$ cat config.mk
export PLATFORM = sky130hd
export DESIGN_NAME = accum_sequencer
export DESIGN_NICKNAME = d
export VERILOG_FILES = /design/src/rtl/accum_sequencer.sv
export SDC_FILE = /design/constraint.sdc
export NUM_CORES = 1
export LEC_CHECK = 0
export CORE_ASPECT_RATIO = 0.6
export CORE_MARGIN = 1
export CORE_UTILIZATION = 35
export CTS_CLUSTER_SIZE = 30
export DETAILED_ROUTE_END_ITERATION = 6
export PLACE_DENSITY = 0.64
export SYNTH_ARGS = -nofsm -noshare
export SYNTH_HDL_FRONTEND = slang
export SYNTH_SLANG_ARGS = --single-unit
$ cat constraint.sdc
create_clock -name clk -period 1.8 [get_ports clk]
set_input_delay 0.36 -clock clk [delete_from_list [all_inputs] [get_ports clk]]
set_output_delay 0.36 -clock clk [all_outputs]
set_load 0.01 [all_outputs]
$ cat src/rtl/accum_sequencer.sv
// accum_sequencer: Moore micro-sequencer expanding 3-bit commands into A/B load and bus-enable sequences.
// Optional FLAG_LATCH_EN builds cf_q/zf_q registers that capture the ALU flags at the end of ADD/SUB.
module accum_sequencer #(
  parameter int OUT_CYCLES = 2
) (
  input  logic       clk,
  input  logic       rst,
  input  logic       cmd_valid,
  output logic       cmd_ready,
  input  logic [2:0] cmd_op,
  input  logic       alu_cf,
  input  logic       alu_zf,
  output logic       nLa,
  output logic       nLb,
  output logic       Ea,
  output logic       Eu,
  output logic       sub,
  output logic       busy,
  output logic       done,
  output logic       err,
  output logic       cf_q,
  output logic       zf_q
);

  typedef enum logic [2:0] {
    IDLE  = 3'd0,
    EXEC1 = 3'd1,
    EXEC2 = 3'd2,
    OUTP  = 3'd3,
    DONE  = 3'd4
  } state_t;

  localparam logic [2:0] OP_NOP = 3'd0;
  localparam logic [2:0] OP_LDA = 3'd1;
  localparam logic [2:0] OP_LDB = 3'd2;
  localparam logic [2:0] OP_ADD = 3'd3;
  localparam logic [2:0] OP_SUB = 3'd4;
  localparam logic [2:0] OP_OUT = 3'd5;

  // OUTP counts down from OUT_CYCLES-1 to 0, giving exactly OUT_CYCLES cycles of Ea.
  localparam logic [7:0] OUT_LOAD = 8'(OUT_CYCLES - 1);

  function automatic logic is_arith(input logic [2:0] op);
    return (op == OP_ADD) || (op == OP_SUB);
  endfunction

  function automatic logic is_illegal(input logic [2:0] op);
    return op > OP_OUT;
  endfunction

  state_t     state_q, state_d;
  logic [7:0] cnt_q, cnt_d;
  logic [2:0] op_q;
  logic       ready_q;
  logic       err_q;
  logic       accept;

  // ready is registered so no input reaches cmd_ready combinationally.
  assign accept    = cmd_valid && ready_q;
  assign cmd_ready = ready_q;
  assign err       = err_q;

  always_comb begin
    state_d = state_q;
    cnt_d   = cnt_q;
    nLa     = 1'b1;
    nLb     = 1'b1;
    Ea      = 1'b0;
    Eu      = 1'b0;
    sub     = 1'b0;
    done    = 1'b0;
    busy    = (state_q != IDLE);

    case (state_q)
      IDLE: begin
        if (accept) begin
          case (cmd_op)
            OP_LDA, OP_LDB, OP_ADD, OP_SUB: state_d = EXEC1;
            OP_OUT: begin
              state_d = OUTP;
              cnt_d   = OUT_LOAD;
            end
            default: state_d = DONE;
          endcase
        end
      end
      EXEC1: begin
        nLa = !(op_q == OP_LDA);
        nLb = !(op_q == OP_LDB);
        Eu  = is_arith(op_q);
        sub = (op_q == OP_SUB);
        state_d = is_arith(op_q) ? EXEC2 : DONE;
      end
      EXEC2: begin
        // Result is written back into A while the ALU still drives the bus.
        nLa     = 1'b0;
        Eu      = 1'b1;
        sub     = (op_q == OP_SUB);
        state_d = DONE;
      end
      OUTP: begin
        Ea = 1'b1;
        if (cnt_q == 8'd0) begin
          state_d = DONE;
        end else begin
          cnt_d = cnt_q - 8'd1;
        end
      end
      DONE: begin
        done    = 1'b1;
        state_d = IDLE;
      end
      default: state_d = IDLE;
    endcase
  end

  always_ff @(posedge clk) begin
    if (rst) begin
      state_q <= IDLE;
      cnt_q   <= 8'd0;
      ready_q <= 1'b0;
      err_q   <= 1'b0;
    end else begin
      state_q <= state_d;
      cnt_q   <= cnt_d;
      ready_q <= (state_d == IDLE);
      if (accept && is_illegal(cmd_op)) begin
        err_q <= 1'b1;
      end
    end
  end

  // Opcode register is datapath-like: only meaningful after an accept.
  always_ff @(posedge clk) begin
    if (accept) begin
      op_q <= cmd_op;
    end
  end

`ifdef FLAG_LATCH_EN
  always_ff @(posedge clk) begin
    if (rst) begin
      cf_q <= 1'b0;
      zf_q <= 1'b0;
    end else if (state_q == EXEC2) begin
      cf_q <= alu_cf;
      zf_q <= alu_zf;
    end
  end
`else
  assign cf_q = 1'b0;
  assign zf_q = 1'b0;
  logic unused_alu_flags;
  assign unused_alu_flags = ^{alu_cf, alu_zf, OP_NOP};
`endif

`ifndef SYNTHESIS
  // Bus contention, dual-load and stray subtract checks.
  a_bus_excl: assert property (@(posedge clk) disable iff (rst) !(Ea && Eu));
  a_load_excl: assert property (@(posedge clk) disable iff (rst) (nLa || nLb));
  a_sub_in_alu: assert property (@(posedge clk) disable iff (rst) (!sub || Eu));
`endif

endmodule

== Yosys cells after proc, flatten, opt, wreduce, memory -nomap -nowiden ==
Cells that the tools add are included.

* Bits in registers: 16
* Logic and storage cells: 51

* $add $sub $neg: 1
* Magnitude comparators: 1
* Equality and inequality tests: 16
* Multiplexer cells: 15
* Reductions and logical operators: 13

{| class="wikitable"
|+ Operators with widths
! kind !! count
|-
| $mux W8 || 3
|-
| $eq A3 B2 Y1 const B || 6
|-
| $pmux W8 S2 || 1
|-
| $eq A3 B3 Y1 const B || 4
|-
| $pmux W3 S4 || 1
|-
| $eq A3 B1 Y1 const B || 3
|-
| $mux W3 || 3
|-
| $logic_not A8 Y1 || 1
|-
| $sub A8 B1 Y8 const B || 1
|-
| $logic_not A3 Y1 || 2
|-
| $pmux W3 S2 || 1
|-
| $mux W1 || 4
|-
| $ne A2 B2 Y1 const B || 2
|-
| $pmux W1 S2 || 2
|-
| $reduce_and A4 Y1 || 1
|-
| $reduce_or A4 Y1 || 1
|-
| $gt A3 B3 Y1 const B || 1
|-
| $reduce_bool A3 Y1 || 1
|-
| $logic_and A1 B1 Y1 || 2
|-
| $logic_not A1 Y1 || 2
|-
| $ne A2 B1 Y1 const B || 1
|-
| $reduce_bool A2 Y1 || 1
|-
| $reduce_or A2 Y1 || 1
|-
| $logic_or A1 B1 Y1 || 1
|}

== Longest topological paths before layout ==
* Depth after elaboration: 6
* Depth in mapped cells: 7
* Mapped depth without buffers: 7

== Least setup slack after synthesis ==
OpenSTA, ideal clock, no wires.

* Kind: register -> output
* Start: register state_q[0]
* End: output port nLa
* Arrival: 1.211 ns
* Required time: 1.440 ns
* Slack: 0.229 ns
* Stages on the path, launching flop included: 5
* Cell sequence: dfxtp_1 clkbuf_1 nor3b_1 nand3b_1 a21o_1

* Longest elaborated chain between the ends: 2
* Elaborated cells between the ends (all ways): 3
* Those cells by class: 2 x eq/ne; 1 x mux

{| class="wikitable"
|+ RTL lines
! item !! line !! source
|-
| from (decl) || 51 || <nowiki>state_t state_q, state_d;</nowiki>
|-
| from (signal assigned) || 124 || <nowiki>state_q <= state_d;</nowiki>
|-
| $eq A3 B2 Y1 / $eq A3 B1 Y1 (equally long branches) || 74 || <nowiki>case (state_q)</nowiki>
|-
| $pmux W1 S2 * || 74 ||
|-
| to (decl) || 13 || <nowiki>output logic nLa,</nowiki>
|}

Mark *: on every way between the ends. The rest lies on a longest branch, timed or not.

== Final worst setup path ==
* Start: register op_q[2]
* End: output port nLa

* Longest elaborated chain between the ends: 3

{| class="wikitable"
|+ RTL lines
! item !! line !! source
|-
| from (decl) || 53 || <nowiki>logic [2:0] op_q;</nowiki>
|-
| from (signal assigned) || 136 || <nowiki>op_q <= cmd_op;</nowiki>
|-
| $eq A3 B1 Y1 || 88 || <nowiki>nLa = !(op_q == OP_LDA);</nowiki>
|-
| $logic_not A1 Y1 || 88 ||
|-
| $pmux W1 S2 || 74 ||
|}

Every way passes these cells.

==> results.json <==
{
  "status": "finished, final reports clean",
  "power_density_mw_per_mm2": 600,
  "r2r_start": "cnt_q[0]$_SDFFE_PP0P_",
  "criticalPathCategory": "register to output pin",
  "grt_pass1_vias": 839,
  "yosysSeqAreaShare_pct": 35.7,
  "start_util_pct": 38.1,
  "crit_end": "nLa",
  "final_area_mm2": 0.00132,
  "firstDrtPassIters": 4,
  "fp.dieW_um": 70.4,
  "drt_wl_total_um": 2570,
  "area_delta_synth_final_pct": 34.6,
  "p_leak_nw": 0.562,
  "tightestPinTransition_ps": 490,
  "setup_slack_ps": 68.1,
  "timing.hold.ws_ps": 488,
  "whs_path_depth": 2,
  "synth.area.top_cells": "dfxtp_1 (26%), edfxtp_1 (9.2%), nor2_1 (7.3%), a21oi_1 (4.1%), nor3_1 (3.1%)",
  "fmax_mhz": 577,
  "antenna_found_initial": 0,
  "drc": 0,
  "p_total_uw": 793,
  "clock_power_share_pct": 35.5,
  "clock_latency_ps": 250,
  "maxCapViolCount": 0,
  "ir_worst_vdd_mv": 0.240,
  "synthTopCellsByCount": "nor2_1 (19), dfxtp_1 (13), a21oi_1 (8)",
  "cts_num_sinks": 16,
  "clk_pin_slew_ps": 60,
  "syn_area_um2": 982,
  "wire_per_inst_um": 14.8,
  "io_buffers": 14,
  "grt_max_degree": 14,
  "startpoint": "op_q[2]$_DFFE_PN_",
  "yosysMostFrequentCell": "nor2_1",
  "cp-end-kind": "output pin",
  "crit_path_max_fanout": 4,
  "preCtsSetupSlack_ps": -121,
  "async_flop_share_pct": 0,
  "num_io_pins": 19,
  "crit_required_ps": 1440,
  "utilization_pct": 51.4,
  "dp_cells": 165,
  "stdcell_count": 173,
  "diodes": 0,
  "power_frac_seq_pct": 48.6,
  "ys_warn_count": 0,
  "clock_skew_ps": 4.16,
  "yosysTopAreaCell": "dfxtp_1",
  "setup_viol": 0,
  "power.share.switching_pct": 24.3,
  "slew_headroom_pct": 67.1,
  "num-fill-cells": 239,
  "htreeDepth": 1,
  "p_sw_uw": 193,
  "tns_ps": 0,
  "syn_avg_cell_area_um2": 8.93,
  "cts_tree": "done",
  "ant_nets": 0,
  "hold_class": "register to register",
  "yosysTopAreaCellShare_pct": 26.5,
  "gp_congestion": 0.830,
  "vias_per_cell": 5.36,
  "die-area_mm2": 0.00303,
  "synth-edff-count": 3,
  "clockBufferDepth": 2,
  "core_mm2": 0.00257,
  "nets": 152,
  "r2r_setup_slack_ps": 110,
  "drt_iter0_drc": 40,
  "cts_buffers": 3,
  "vias": 928,
  "fp.dieH_um": 43.0,
  "rows": 14,
  "min_period_ps": 1730,
  "place_area_mm2": 0.00124,
  "intPower_uw": 600,
  "timing.rr.end": "cmd_ready$_SDFF_PP0_",
  "cp.arrival_ps": 1370,
  "dp.final_hpwl_um": 1810,
  "finalCritPeriodShare_pct": 96.2,
  "ys_seq_elements": 16,
  "grt_overflow": 0,
  "drive_above_1_share_pct": 29.1,
  "grtUsageTotal_pct": 18.4,
  "ys_types": 43,
  "reg2regPathDepth": 7,
  "grt_pass1_wl_um": 4150,
  "hold_viol_final": 0,
  "slew_violations": 0,
  "syn_inst": 110,
  "clockRootBuffer": "clkbuf_8",
  "combinationalPowerShare_pct": 15.9,
  "cp-start-kind": "register",
  "ys.flop_type": "dfxtp_1"
}
-- power groups by stage --
stage	clock network, mW	logic (mW)	registers (mW)
after global placement	0	0.119	0.393
after CTS	0.297	0.121	0.385
after floorplan	0	0.0637	0.392
after global routing	0.314	0.136	0.386
after detailed placement	0	0.122	0.394
final	0.281	0.126	0.386
-- kinds of logic after synthesis --
logic type / Yosys count / share of synthesized area, %
simple gates: 54 / 36.2
compound gates: 26 / 18.6
flops: 16 / 35.7
buf+inv: 9 / 4.71
fa+ha+maj: 2 / 2.55
other cells: 1 / 0.382
xor+xnor: 1 / 0.892
mux: 1 / 1.02
-- layout make-up --
type | instances | area [um^2] | share of cell area [%]
inverter | 3 | 11.3 | 0.851
tap | 32 | 40.0 | 3.03
timing repair buffer | 32 | 259 | 19.6
clock buffer | 4 | 45.0 | 3.41
multi-input combinational | 86 | 611 | 46.2
sequential | 16 | 357 | 27.0
-- routing by layer --
layer | part of all wire (%) | track usage [%] | wire, um | up-vias
met2 | 43 | 26.9 | 1100 | 22
li1 | - | - | - | 455
met5 | 0 | 0 | 0 | -
met1 | 52 | 25.8 | 1330 | 446
met3 | 3.9 | 4.99 | 100 | 5
met4 | 1.7 | 7.20 | 43 | 0
-- critical path: stages, from the launching register on --
cell and delay (ps):
edfxtp_1 460, nor3b_2 240, nand3b_1 100, a21o_1 190, clkbuf_2 130
-- what timing repair did --
| item | in CTS | in global routing |
|---|---|---|
| pin swaps | 1 | 3 |
| hold buffers | 0 | 0 |
| setup endpoints to repair | 7 | 3 |
| gates resized for setup | 12 | 9 |
| setup buffers | 1 | 3 |
-- how the worst min path moves through the flow --
stage / start / end / slack [ps]
after floorplan: rst / cmd_ready$_SDFF_PP0_ / 430
after global placement: err$_SDFFE_PP0P_ / err$_SDFFE_PP0P_ / 460
after detailed placement: err$_SDFFE_PP0P_ / err$_SDFFE_PP0P_ / 480
after CTS: err$_SDFFE_PP0P_ / err$_SDFFE_PP0P_ / 500
after global routing: err$_SDFFE_PP0P_ / err$_SDFFE_PP0P_ / 530
final: err$_SDFFE_PP0P_ / err$_SDFFE_PP0P_ / 490
-- registers in the layout, summed over array words and instances (netlist names) --
register and cells:
cnt_q 8, op_q 3, err 1, state_q 3, cmd_ready 1
-- layout by cell type, fill, tap and decap left out, drive strengths merged, types with 4 or more instances in the layout --
cell / netlist / layout
nor2: 20 / 20
dlygate4sd2: 0 / 5
dfxtp: 13 / 13
clkbuf: 2 / 6
nor3: 6 / 6
buf: 4 / 18
nand3: 5 / 5
a21oi: 9 / 9
nand3b: 4 / 4
clkdlybuf4s50: 0 / 7
Power figures use the tool's default switching activity.
